**src/rtl/snes_pkg.sv**
```systemverilog
// snes_pkg: shared types and constants for the SNES pad responder.
// Holds the responder state enum, frame length and standard button bit indices.
package snes_pkg;

   // Responder frame states
   typedef enum logic [1:0] {
      IDLE  = 2'd0,
      LOAD  = 2'd1,
      SHIFT = 2'd2,
      DONE  = 2'd3
   } state_t;

   // Bits in one standard controller frame
   localparam int SNES_NBITS = 16;

   // Button positions in the serialized word, bit 0 is shifted out first
   localparam int BTN_B      = 0;
   localparam int BTN_Y      = 1;
   localparam int BTN_SELECT = 2;
   localparam int BTN_START  = 3;
   localparam int BTN_UP     = 4;
   localparam int BTN_DOWN   = 5;
   localparam int BTN_LEFT   = 6;
   localparam int BTN_RIGHT  = 7;
   localparam int BTN_A      = 8;
   localparam int BTN_X      = 9;
   localparam int BTN_L      = 10;
   localparam int BTN_R      = 11;

   // True while the responder owns a frame (loading or shifting)
   function automatic logic state_is_busy(input state_t s);
      return (s == LOAD) || (s == SHIFT);
   endfunction

endpackage : snes_pkg

```
**src/rtl/snes_pad_responder_sync_edge.sv**
```systemverilog
// sync_edge: N-stage synchronizer for an asynchronous pin followed by a
// rise/fall edge detector. RESET_LEVEL lets an idle-high input (the host
// shift clock) come out of reset without producing a spurious edge.
module sync_edge #(
   parameter int   STAGES      = 2,
   parameter logic RESET_LEVEL = 1'b0
) (
   input  logic clk,
   input  logic rst,
   input  logic din,
   output logic level,
   output logic rise,
   output logic fall
);

   logic sync_reg [STAGES];
   logic level_d_reg;

   genvar gi;
   generate
      for (gi = 0; gi < STAGES; gi++) begin : g_stage
         if (gi == 0) begin : g_first
            // First stage samples the raw pin
            always_ff @(posedge clk or posedge rst) begin
               if (rst) sync_reg[gi] <= RESET_LEVEL;
               else     sync_reg[gi] <= din;
            end
         end else begin : g_rest
            // Later stages resolve metastability
            always_ff @(posedge clk or posedge rst) begin
               if (rst) sync_reg[gi] <= RESET_LEVEL;
               else     sync_reg[gi] <= sync_reg[gi-1];
            end
         end
      end
   endgenerate

   // Delayed copy of the synchronized level for edge detection
   always_ff @(posedge clk or posedge rst) begin
      if (rst) level_d_reg <= RESET_LEVEL;
      else     level_d_reg <= sync_reg[STAGES-1];
   end

   assign level = sync_reg[STAGES-1];
   assign rise  = sync_reg[STAGES-1] & ~level_d_reg;
   assign fall  = ~sync_reg[STAGES-1] & level_d_reg;

endmodule : sync_edge

```
**src/rtl/snes_pad_responder.sv**
```systemverilog
// snes_pad_responder: device side of the SNES controller link. Answers the
// host latch/pulse strobes by shifting out the button word on data
// (active-low), the way a physical pad does.
// Optional feature: define SNES_RESP_TIMEOUT_EN to abort a frame whose host
// stalls for TIMEOUT_CYCLES clk cycles in LOAD or SHIFT.
module snes_pad_responder
   import snes_pkg::*;
#(
   parameter int NBITS          = SNES_NBITS,
   parameter int SYNC_STAGES    = 2,
   parameter int TIMEOUT_CYCLES = 50000
) (
   input  logic             clk,
   input  logic             rst,
   input  logic             latch,
   input  logic             pulse,
   input  logic [NBITS-1:0] buttons,
   output logic             data,
   output logic             busy,
   output logic             frame_done,
   output logic [4:0]       bit_count
);

   localparam logic [4:0] LAST_IDX = 5'(NBITS - 1);
   localparam logic [4:0] FULL_CNT = 5'(NBITS);

   logic latch_level, latch_rise, latch_fall;
   logic pulse_level, pulse_rise, pulse_fall;

   state_t           state_reg, state_next;
   logic [NBITS-1:0] sr_reg, sr_next;
   logic [4:0]       bit_count_reg, bit_count_next;
   logic             frame_done_reg, frame_done_next;

   // Not every synchronizer output drives logic in every build
   logic unused_edges;
   assign unused_edges = &{1'b0, latch_rise, pulse_level, pulse_fall};

   sync_edge #(
      .STAGES      (SYNC_STAGES),
      .RESET_LEVEL (1'b0)
   ) u_latch_sync (
      .clk   (clk),
      .rst   (rst),
      .din   (latch),
      .level (latch_level),
      .rise  (latch_rise),
      .fall  (latch_fall)
   );

   // The shift clock idles high, so its synchronizer resets high
   sync_edge #(
      .STAGES      (SYNC_STAGES),
      .RESET_LEVEL (1'b1)
   ) u_pulse_sync (
      .clk   (clk),
      .rst   (rst),
      .din   (pulse),
      .level (pulse_level),
      .rise  (pulse_rise),
      .fall  (pulse_fall)
   );

`ifdef SNES_RESP_TIMEOUT_EN
   localparam int TW = (TIMEOUT_CYCLES > 2) ? $clog2(TIMEOUT_CYCLES) : 1;
   localparam logic [TW-1:0] TMO_LAST = TW'(TIMEOUT_CYCLES - 1);

   logic [TW-1:0] tmo_reg, tmo_next;
   logic          any_edge;
   logic          tmo_hit;

   assign any_edge = latch_rise | latch_fall | pulse_rise | pulse_fall;
   assign tmo_hit  = state_is_busy(state_reg) && !any_edge && (tmo_reg == TMO_LAST);

   // Idle counter: restarts on any host activity, only runs mid-frame
   always_comb begin
      tmo_next = '0;
      if (!any_edge && state_is_busy(state_reg) && !tmo_hit)
         tmo_next = tmo_reg + 1'b1;
   end

   // Idle counter register
   always_ff @(posedge clk or posedge rst) begin
      if (rst) tmo_reg <= '0;
      else     tmo_reg <= tmo_next;
   end
`else
   logic tmo_hit;
   assign tmo_hit = 1'b0;
`endif

   // Next-state logic: latch dominates everything, then pulse shifting
   always_comb begin
      state_next      = state_reg;
      sr_next         = sr_reg;
      bit_count_next  = bit_count_reg;
      frame_done_next = 1'b0;

      if (latch_level) begin
         // Any latch restarts the frame, abandoning whatever was in flight
         state_next     = LOAD;
         sr_next        = buttons;
         bit_count_next = '0;
      end else begin
         case (state_reg)
            IDLE: ;
            LOAD: begin
               // Leaving LOAD means the latch has just fallen; the register
               // keeps the last word captured while latch was high
               state_next     = SHIFT;
               bit_count_next = '0;
            end
            SHIFT: begin
               if (pulse_rise) begin
                  sr_next = sr_reg >> 1;
                  if (bit_count_reg == LAST_IDX) begin
                     state_next      = DONE;
                     bit_count_next  = FULL_CNT;
                     frame_done_next = 1'b1;
                  end else begin
                     bit_count_next = bit_count_reg + 5'd1;
                  end
               end
            end
            DONE: ;
            default: state_next = IDLE;
         endcase

         if (tmo_hit) begin
            // Stalled host: drop the frame silently
            state_next      = IDLE;
            bit_count_next  = '0;
            frame_done_next = 1'b0;
         end
      end
   end

   // State, shift register, bit counter and done strobe registers
   always_ff @(posedge clk or posedge rst) begin
      if (rst) begin
         state_reg      <= IDLE;
         sr_reg         <= '0;
         bit_count_reg  <= '0;
         frame_done_reg <= 1'b0;
      end else begin
         state_reg      <= state_next;
         sr_reg         <= sr_next;
         bit_count_reg  <= bit_count_next;
         frame_done_reg <= frame_done_next;
      end
   end

   // Output decode from the registered state
   always_comb begin
      data = 1'b1;
      case (state_reg)
         IDLE:    data = 1'b1;
         LOAD:    data = ~buttons[0];
         SHIFT:   data = ~sr_reg[0];
         DONE:    data = 1'b0;
         default: data = 1'b1;
      endcase
   end

   assign busy       = state_is_busy(state_reg);
   assign frame_done = frame_done_reg;
   assign bit_count  = bit_count_reg;

endmodule : snes_pad_responder

```
**config.mk**
```make
export PLATFORM = sky130hd
export DESIGN_NAME = snes_pad_responder
export DESIGN_NICKNAME = d
export VERILOG_FILES = /design/src/rtl/snes_pkg.sv /design/src/rtl/snes_pad_responder_sync_edge.sv /design/src/rtl/snes_pad_responder.sv
export SDC_FILE = /design/constraint.sdc
export NUM_CORES = 1
export LEC_CHECK = 0
export ABC_AREA = 1
export CORE_MARGIN = 2
export CORE_UTILIZATION = 56
export CTS_BUF_LIST = sky130_fd_sc_hd__clkbuf_4 sky130_fd_sc_hd__clkbuf_8
export DETAILED_ROUTE_END_ITERATION = 6
export PLACE_DENSITY = 0.88
export SLEW_MARGIN = 5
export SYNTH_ARGS = -nofsm -noshare
export SYNTH_HDL_FRONTEND = slang
export SYNTH_HIERARCHICAL = 1
export SYNTH_SLANG_ARGS = --single-unit
```
**constraint.sdc**
```tcl
create_clock -name clk -period 2.45 [get_ports clk]
set_input_delay 0.3675 -clock clk [delete_from_list [all_inputs] [get_ports clk]]
set_output_delay 0.3675 -clock clk [all_outputs]
set_load 0.01 [all_outputs]
```
==> results.md <==
* Share of total power in sequential cells at 52.7%
* RR Endpoint: state_reg[1]
* Later-pin clock latency in the skew report at 0.32 ns
* Worst-path fanout max at 3
* Post-DR wirelength/cell at 13.1 µm
* DR pass1 iterations at 4
* Worst hold slack at 0.250 ns
* First-pass GRT wire length at 4.13 mm
* Switching Share at 27.5%
* GR Util All Layers at 21.7%
* Final worst slack at 0.276 ns
* GP Congestion at 0.743
* HPWL after DPL at 1.97 mm
* Synthesized area at 1310 µm²
* Max transition margin at 68.0%
* Final ANT Viol Nets at 0
* Final-stage net count at 203
* DRT Wirelength at 2.69 mm
* Worst path required time at 2.08 ns
* Residual DRC at 0
* Vias per cell at 5.29
* Fmax at 0.460 GHz
* Final setup fails at 0
* Status: completed
* ANT cells at 0
* Final worst-path cycle share at 88.7%
* CTS tree: built
* H-Tree Level Count at 2
* Most common cell type on the critical path: inv_1
* Max clock buf depth at 2
* Hold Fails Final Rpt at 0
* Rows at 17
* Max Slew Vio Count at 0
* CTS root buf: clkbuf_4
* Vias in the first global route at 1013
* CP endpoint: data
* Clock Sinks at 29
* I/O Buffers at 27
* Total power at 1.06 mW
* Worst r2r src: u_latch_sync/level
* RSZ-0062 raised after global routing: false
* Hold crit path type: input pin to asynchronous set/reset pin
* TritonCTS Buffers at 5
* Highest ir drop seen on vdd at 0.454 mV
* Reg clk slew, reported paths at 0.09 ns
* Place WS at 0.473 ns
* Critical Path AT at 1.81 ns
* Max Cap Violations at 0
* First DRT Iteration DRCs at 37
* Power share of the combinational group at 18.9%
* Worst reg-to-reg path cell count at 4
* Endpoint type of the worst setup path: primary output
* Antenna violations before repair at 0
* Sw Pwr at 291 µW
* Reg2reg setup slack at 0.88 ns
* Area delta synth->final at 25.9%
* Pleak at 0.763 nW
* Ratio of cells with drive above 1 in the final layout at 7.87%
* Slowest stage delay, CP at 0.57 ns
* Clock share of power at 28.5%
* Slowest-stage cell, CP: clkdlybuf4s50_1
* Post-Syn Nets at 173
* Grt ovf at 0
* Least-Margin Pin Slew at 0.480 ns
* Post-CTS Resized at 0
* CP Launch Type: flop
* Cts hold-fix bufs at 0
* Die area at 2730 µm²
* Worst Skew at 0.00622 ns
* Final Util at 74.3%
* Buf/Inv on CP at 3
* Synth Instances at 148
* Internal power at 767 µW
* CP delay by family, top: buffers and inverters
* Ports at 28
* Max reg flops at 16
* Syn Area/Cell at 8.82 µm²
* Initial core utilization at 59.0%
* Critical path startpoint: state_reg[0]
* Number of cells on the critical path at 5
* Via Count at 1089
* Minimum clock period at 2.17 ns
* Setup TNS at 0 ns
* Cell area power density at 644 nW/µm²
* Core area at 2210 µm²
* Critical path type: flop to primary output
* Die Y-Extent at 52.3 µm
* Largest net degree at the start of global routing at 26
* Post-CTS Setup Repair Bufs at 0
* CP Cell Sequence: inv_1 > ha_1 > inv_1 > o21ai_0 > clkdlybuf4s50_1
* YS warnings at 6
* Chip width at 52.3 µm
==> cell type report <==
class,count,area [µm²]
flip-flops and latches,29,729
fillers,168,569
multi-input cells,97,478
repair buffers,28,278
inverters,17,63.8
clock buffers,7,58.8
well taps,28,35.0
==> per-stage QoR <==
| stage | cell area [µm²] | std cells |
|---|---|---|
| after global placement | 1580 | 199 |
| after detailed placement | 1580 | 199 |
| after CTS | 1640 | 206 |
| final | 1640 | 206 |
| after floorplan | 1310 | 148 |
| after global routing | 1640 | 206 |
==> cell usage in the layout, fill, tap and decap left out, types with 3 or more instances in the layout <==
| cell type | instances |
|---|---|
| ha_1 | 5 |
| o22ai_1 | 5 |
| nand2_1 | 34 |
| nand3_1 | 3 |
| nor2_1 | 28 |
| dfstp_2 | 3 |
| inv_1 | 16 |
| clkdlybuf4s50_1 | 27 |
| a21oi_1 | 4 |
| dfrtp_1 | 26 |
| a31oi_1 | 10 |
| clkbuf_4 | 6 |
| o21ai_0 | 5 |
==> power groups by stage <==
| stage | Combinational [mW] | Sequential [mW] | Clock, mW |
|---|---|---|---|
| floorplan | 0.124 | 0.556 | 0 |
| global placement | 0.187 | 0.561 | 0 |
| detailed placement | 0.200 | 0.565 | 0 |
| CTS | 0.202 | 0.556 | 0.307 |
| global route | 0.224 | 0.561 | 0.321 |
| finish | 0.200 | 0.557 | 0.301 |
==> how the worst min path moves through the flow <==
stage / start / end / slack [ns] / cells past startpoint
6_report: rst / u_latch_sync/level / 0.25 / 2
4_1_cts: rst / u_latch_sync/level / 0.25 / 2
3_5_place_dp: u_pulse_sync/sync_reg[1] / u_pulse_sync/level / 0.35 / 0
3_3_place_gp: u_latch_sync/sync_reg[1] / u_latch_sync/level / 0.34 / 0
2_1_floorplan: rst / u_latch_sync/level / 0.11 / 1
5_1_grt: rst / u_latch_sync/level / 0.26 / 2
==> metal layers <==
| metal | GRT usage, % | share of wire, % | vias up |
|---|---|---|---|
| met5 | 0 | 0 | - |
| met4 | 10.3 | 1.6 | 0 |
| met3 | 6.00 | 4.0 | 5 |
| met2 | 38.6 | 51 | 26 |
| met1 | 23.9 | 43 | 524 |
| li1 | - | - | 534 |
Note: power is estimated with default switching activity, not from simulation.
